**config.mk**
```make
export PLATFORM = sky130hd
export DESIGN_NAME = sample_streamer_flat
export DESIGN_NICKNAME = d
export VERILOG_FILES = /design/src/rtl/sample_streamer_if.sv /design/src/rtl/sample_streamer.sv /design/src/flat_wrapper.sv
export SDC_FILE = /design/constraint.sdc
export NUM_CORES = 1
export LEC_CHECK = 0
export BUFFER_PORTS_ARGS = -buffer_cell sky130_fd_sc_hd__buf_2
export CORE_UTILIZATION = 40
export CTS_BUF_LIST = sky130_fd_sc_hd__clkbuf_4
export CTS_CLUSTER_DIAMETER = 30
export DETAILED_ROUTE_END_ITERATION = 16
export GPL_TIMING_DRIVEN = 0
export MAX_ROUTING_LAYER = met4
export PLACE_DENSITY = 0.7
export SYNTH_ARGS = -nofsm -noshare
export SYNTH_HDL_FRONTEND = slang
export SYNTH_SLANG_ARGS = --single-unit
```
**constraint.sdc**
```tcl
create_clock -name i_clk -period 5.6 [get_ports i_clk]
set_clock_uncertainty 0.05 [all_clocks]
set_input_delay 0 -clock i_clk [delete_from_list [all_inputs] [get_ports i_clk]]
set_output_delay 0 -clock i_clk [all_outputs]
set_load 0.05 [all_outputs]
```
**src/rtl/sample_streamer_if.sv**
```systemverilog
// rtl/sample_streamer_if.sv - sample FIFO pop side and transmitter byte stream bundle
interface sample_streamer_if;
    logic        i_fifo_empty;
    logic        o_fifo_rd;
    logic [31:0] i_fifo_q;
    logic        o_tx_valid;
    logic [7:0]  o_tx_byte;
    logic        i_tx_ready;

    // streamer side
    modport master (
        input  i_fifo_empty,
        input  i_fifo_q,
        input  i_tx_ready,
        output o_fifo_rd,
        output o_tx_valid,
        output o_tx_byte
    );

    // FIFO / transmitter side
    modport slave (
        output i_fifo_empty,
        output i_fifo_q,
        output i_tx_ready,
        input  o_fifo_rd,
        input  o_tx_valid,
        input  o_tx_byte
    );
endinterface

```
**src/rtl/sample_streamer.sv**
```systemverilog
// rtl/sample_streamer.sv - pops 32-bit sample records and serializes them LSB byte first (STREAMER_CHECKSUM_EN adds an xor byte)
module sample_streamer #(
    parameter int FIFO_READ_LATENCY = 1
) (
    input  logic                      i_clk,
    input  logic                      _mrst,
    input  logic                      i_enable,
    sample_streamer_if.master         bus,
    output logic                      o_busy,
    output logic [31:0]               o_record_count
);
    localparam logic [2:0] S_IDLE = 3'd0;
    localparam logic [2:0] S_POP  = 3'd1;
    localparam logic [2:0] S_WAIT = 3'd2;
    localparam logic [2:0] S_SEND = 3'd3;
`ifdef STREAMER_CHECKSUM_EN
    localparam logic [2:0] S_CSUM = 3'd4;
`endif

    // WAIT ends on the cycle the FIFO data is valid
    localparam logic LAST_WAIT = (FIFO_READ_LATENCY == 2);

    logic [2:0]  state_q, state_d;
    logic        wait_q, wait_d;
    logic [1:0]  idx_q, idx_d;
    logic [31:0] rec_q, rec_d;
    logic [7:0]  byte_q, byte_d;
    logic        valid_q, valid_d;
    logic        busy_q, busy_d;
    logic [31:0] count_q, count_d;
    logic        rec_done;
    logic [1:0]  idx_inc;

    assign idx_inc        = idx_q + 2'd1;
    assign bus.o_fifo_rd  = (state_q == S_POP);
    assign bus.o_tx_valid = valid_q;
    assign bus.o_tx_byte  = byte_q;
    assign o_busy         = busy_q;
    assign o_record_count = count_q;

    // next-state: pop, wait for read data, then hand out bytes on each accepted transfer
    always_comb begin
        state_d  = state_q;
        wait_d   = wait_q;
        idx_d    = idx_q;
        rec_d    = rec_q;
        byte_d   = byte_q;
        valid_d  = valid_q;
        busy_d   = busy_q;
        count_d  = count_q;
        rec_done = 1'b0;
        case (state_q)
            S_IDLE: begin
                if (i_enable && !bus.i_fifo_empty) begin
                    state_d = S_POP;
                    busy_d  = 1'b1;
                end
            end
            S_POP: begin
                state_d = S_WAIT;
                wait_d  = 1'b0;
            end
            S_WAIT: begin
                if (wait_q == LAST_WAIT) begin
                    rec_d   = bus.i_fifo_q;
                    byte_d  = bus.i_fifo_q[7:0];
                    valid_d = 1'b1;
                    idx_d   = 2'd0;
                    state_d = S_SEND;
                end else begin
                    wait_d = 1'b1;
                end
            end
            S_SEND: begin
                if (bus.i_tx_ready) begin
                    if (idx_q == 2'd3) begin
`ifdef STREAMER_CHECKSUM_EN
                        byte_d  = rec_q[7:0] ^ rec_q[15:8] ^ rec_q[23:16] ^ rec_q[31:24];
                        state_d = S_CSUM;
`else
                        rec_done = 1'b1;
`endif
                    end else begin
                        idx_d  = idx_inc;
                        byte_d = rec_q[{idx_inc, 3'b000} +: 8];
                    end
                end
            end
`ifdef STREAMER_CHECKSUM_EN
            S_CSUM: begin
                if (bus.i_tx_ready) begin
                    rec_done = 1'b1;
                end
            end
`endif
            default: state_d = S_IDLE;
        endcase
        // last byte of the record accepted: close it out and go idle
        if (rec_done) begin
            state_d = S_IDLE;
            valid_d = 1'b0;
            byte_d  = 8'h00;
            idx_d   = 2'd0;
            busy_d  = 1'b0;
            count_d = count_q + 32'd1;
        end
    end

    // state registers; reset drops any partially sent record
    always_ff @(posedge i_clk or negedge _mrst) begin
        if (!_mrst) begin
            state_q <= S_IDLE;
            wait_q  <= 1'b0;
            idx_q   <= 2'd0;
            rec_q   <= 32'd0;
            byte_q  <= 8'h00;
            valid_q <= 1'b0;
            busy_q  <= 1'b0;
            count_q <= 32'd0;
        end else begin
            state_q <= state_d;
            wait_q  <= wait_d;
            idx_q   <= idx_d;
            rec_q   <= rec_d;
            byte_q  <= byte_d;
            valid_q <= valid_d;
            busy_q  <= busy_d;
            count_q <= count_d;
        end
    end
endmodule

```
**src/flat_wrapper.sv**
```systemverilog
// flat-port wrapper written by rule: the top's interface ports become plain ports
module sample_streamer_flat 
#(
    parameter int FIFO_READ_LATENCY = 1
)
  (i_clk, _mrst, i_enable, o_busy, o_record_count, bus_i_fifo_empty, bus_i_fifo_q, bus_i_tx_ready, bus_o_fifo_rd, bus_o_tx_valid, bus_o_tx_byte);
  sample_streamer_if bus_i ();
  input  logic i_clk;
  input  logic _mrst;
  input  logic i_enable;
  output logic o_busy;
  output logic [31:0] o_record_count;
  input wire logic [$bits(bus_i.i_fifo_empty)-1:0] bus_i_fifo_empty;
  input wire logic [$bits(bus_i.i_fifo_q)-1:0] bus_i_fifo_q;
  input wire logic [$bits(bus_i.i_tx_ready)-1:0] bus_i_tx_ready;
  output wire logic [$bits(bus_i.o_fifo_rd)-1:0] bus_o_fifo_rd;
  output wire logic [$bits(bus_i.o_tx_valid)-1:0] bus_o_tx_valid;
  output wire logic [$bits(bus_i.o_tx_byte)-1:0] bus_o_tx_byte;
  assign bus_i.i_fifo_empty = bus_i_fifo_empty;
  assign bus_i.i_fifo_q = bus_i_fifo_q;
  assign bus_i.i_tx_ready = bus_i_tx_ready;
  assign bus_o_fifo_rd = bus_i.o_fifo_rd;
  assign bus_o_tx_valid = bus_i.o_tx_valid;
  assign bus_o_tx_byte = bus_i.o_tx_byte;
  sample_streamer #(.FIFO_READ_LATENCY(FIFO_READ_LATENCY)) u_core (.i_clk(i_clk), ._mrst(_mrst), .i_enable(i_enable), .bus(bus_i), .o_busy(o_busy), .o_record_count(o_record_count));
endmodule
```
==> metrics.md <==
| Metric | Value |
|---|---|
| Most common cell after layout, fill and taps aside | buf_2 |
| Family with the most delay on the worst path | simple AND/OR/NAND/NOR gates |
| Max-slew violations | 0 |
| CP max-delay cell | nor4_1 |
| Ratio of cells with drive above 1 in the final layout | between 30% and 40% |
| Mapped Cells | 298 |
| Worst setup EP type | flop |
| Sink Count | between 70 and 80 |
| Syn_nets | about 340 |
| Worst R2R End | u_core.o_record_count[30] |
| First-pass DRT Iterations | 10 |
| Vias/cell | 5.08 |
| Clock Power Share | 18.8% |
| Xor and xnor fraction of the mapped netlist area | ~7.3% |
| RSZ-0062 raised after global routing | no |
| IO Pins | 80 |
| Dpl hpwl | around 5.6 mm |
| Total track usage | 19.3% |
| Avg WL per Cell | roughly 15 um |
| Post-Synth Adder-Cell Area | around 2.4% |
| Pwr per Cell Area | between 400 and 500 mW/mm^2 |
| # H-tree levels | 3 |
| Seq pwr share | about two fifths |
| CTS tree | built |
| Crit Path Max Fanout | 6 |
| Synthesized area | roughly 0.0037 mm^2 |
| Synth Register Bits | 79 |
| Average size of a mapped cell | 12.5 um^2 |
| Core area | 0.00885 mm^2 |
| Worst-path clk slew | roughly 0.12 ns |
| Dominant cells by area after synthesis | dfrtp_1, mux2_2, mux4_2, xor2_1, xnor2_1 |
| Crit path kind | flop to flop |
| Cell taking the most area after synthesis | dfrtp_1 |
| CTS Buf Count | 9 |
| Max frequency | between 400 and 500 MHz |
| Hold Fails Final Rpt | 0 |
| Post-CTS setup buffers | 0 |
| Status | finished, violations left |
| Port bufs | 79 |
| Die area | ~0.0097 mm^2 |
| Root Buffer | clkbuf_4 |
| Count of cell types in the netlist | 34 |
| # diodes | 0 |
| Relative slew slack | a little over two fifths |
| WL final | a little over 8 mm |
| Chip width | between 90 and 100 um |
| First-pass GRT wire length | 14.0 mm |
| Reg-to-reg setup timing slack | approximately 3.4 ns |
| Die height | about 98 um |
| Simple-Gate Fraction of Synth Area | between 10% and 20% |
| Sequential-to-total area share from yosys stat | between 50% and 60% |
| Vias in the first global route | approximately 2900 |
| Final setup vio count | 0 |
| Clk_lat worst skew | 0.43 ns |
| Most used cell along the critical path | nand4_1 |
| Initial core utilization | 42.0% |
| Measured slew at the worst slew-check pin | about 0.85 ns |
| CP Launch Type | flop |
| End point of the critical path | u_core.o_record_count[30] |
| Max-cap viol count | 0 |
| CP startpoint | u_core.state_q[0] |
| Combinational share of power | about two fifths |
| Drt first-iter violations | 86 |
| Initial antenna violation count | 0 |
| Crit path depth | 5 |
| Total net switching power | around 0.75 mW |
| Remaining DRCs | 9 |
| RePlAce Congestion | around 0.76 |
| Register area | a little under 0.002 mm^2 |
| Detailed-route via count | 2732 |
| Multi-input gate area | roughly 0.0016 mm^2 |
| Top-area cell type share of the netlist area | a little over half |
| Reg2Reg Depth | 5 |
| Int Power | 1.30 mW |
| Remaining antenna violation count after routing | 0 |
| YS warnings | 0 |
| Fillers | 780 |
| Synth Area in Compound Gates | between 3 and 4% |
| Hold crit path type | primary input to async pin |
| Leak | approximately 2.3 nW |
| Cells along the critical path | ha_1, nand4_1, nor4_1, nand4_1, xnor2_1 |
| R2r startpoint | u_core.state_q[0] |
| Final min period | approximately 2.2 ns |
| Clock Path Buffers | 2 |
| Critical path data required time | 5.87 ns |
| Most frequent cells in the layout | buf_2, dfrtp_1, dlygate4sd3_1 |
| Worst hold margin | approximately 0.016 ns |
| Mux contribution to synthesized area | approximately 16% |
| Net Sw Frac | ~36% |
| Largest family of logic cells by synthesized area | multiplexers |
| Final Net Count | about 470 |
| Fin crit share | around 40% |
| Total grt overflow | 0 |
| Failing checks | design-rule violations |
| Area Growth Syn to Fin | 29.2% |
| Pin count of the biggest net entering global routing | 45 |
| Peak VDD IR | around 0.00029 V |
| Critical path arrival | ~2.5 ns |
| Crit path largest cell delay | ~0.75 ns |
| # rows | 34 |
| Setup tns final | 0 ns |
| Bufs and invs on worst path | 0 |
## per-stage QoR
step / power [mW] / instance area, um^2 / util [%] / setup slack (ns) / instances
3_5_place_dp: 1.67 / 4280 / 48.3 / 3.48 / 486
2_1_floorplan: 1.46 / 3720 / - / 3.58 / 298
3_3_place_gp: 1.64 / 4250 / 48.0 / 3.51 / 485
6_report: 2.05 / 4800 / 54.3 / 3.37 / 538
5_1_grt: 2.19 / 4800 / 54.3 / 3.20 / 538
4_1_cts: 2.08 / 4800 / 54.3 / 3.35 / 538
## how the worst min path moves through the flow
stage / startpoint / to / slack (ns) / cells after the start
after floorplan: _mrst / u_core.bus.o_tx_byte[0] / -0.35 / 0
after detailed placement: _mrst / u_core.o_record_count[10] / -0.05 / 1
final: _mrst / u_core.o_record_count[10] / 0.02 / 2
after CTS: _mrst / u_core.rec_q[31] / 0.0007 / 2
after global routing: _mrst / u_core.o_record_count[10] / 0.05 / 2
after global placement: bus_i_fifo_q[25] / u_core.rec_q[25] / 0.18 / 2
## flip-flops by register name, indices dropped and copies added, names as in the netlist
register / count
u_core.state_q: 2
u_core.idx_q: 2
u_core.bus.o_tx_valid: 1
u_core.o_record_count: 32
u_core.bus.o_tx_byte: 8
u_core.o_busy: 1
u_core.wait_q: 1
u_core.rec_q: 32
## worst reg2reg max path, stage by stage, from the launching register on
cell	delay (ns)
dfrtp_1	0.45
ha_1	0.29
nand4_1	0.21
nor4_1	0.75
nand4_1	0.21
xnor2_1	0.17
## power by group through the flow
stage	combinational, mW	clock, mW	sequential (mW)
finish	0.832	0.386	0.836
global route	0.909	0.422	0.859
CTS	0.846	0.402	0.836
detailed placement	0.825	0	0.848
global placement	0.802	0	0.833
floorplan	0.521	0	0.937
## final cells by class
type,count,area share [%]
Multi-Input combinational cell,195,33.8
Timing Repair Buffer,116,16.4
Tap cell,108,2.81
Inverter,10,0.782
Clock inverter,7,2.01
Clock buffer,9,1.41
Sequential cell,79,41.2
Buffer,14,1.62
## synth_stat cells (all sizes together)
cell,instances
mux2,33
a21boi,2
or3,2
o21ai,1
mux4,8
nand2b,1
ha,7
nor4,11
dfrtp,79
nand3,11
nand4,9
inv,10
mux2i,3
nand2,13
xnor2,12
nor2,17
and4,3
nor3,8
a21oi,18
and2,1
nor2b,9
clkbuf,4
xor2,19
and3,5
nor3b,1
buf,10
a211o,1
## per-layer routing
metal  global-route usage (%)  wire [um]  up-vias
met1                     22.4       3530     1347
li1                         -          -     1301
met4                     5.40         95        0
met2                     33.8       4240       75
met5                        -          0        -
met3                     4.22        372        9
## repair_timing
item | in CTS | in global routing
resized for setup | 0 | 0
setup endpoints to repair | 0 | 0
endpoints found under the hold margin | 124 | 0
hold buffers | 36 | 0
## logic make-up after synthesis
kind of cell | after synthesis
adders and majority gates | 7
buffers and inverters | 24
AOI/OAI and AO/OA | 22
xor gates and xnor gates | 31
DFF | 79
and+or+nand+nor | 91
muxes | 44
Power figures use the tool's default switching activity.
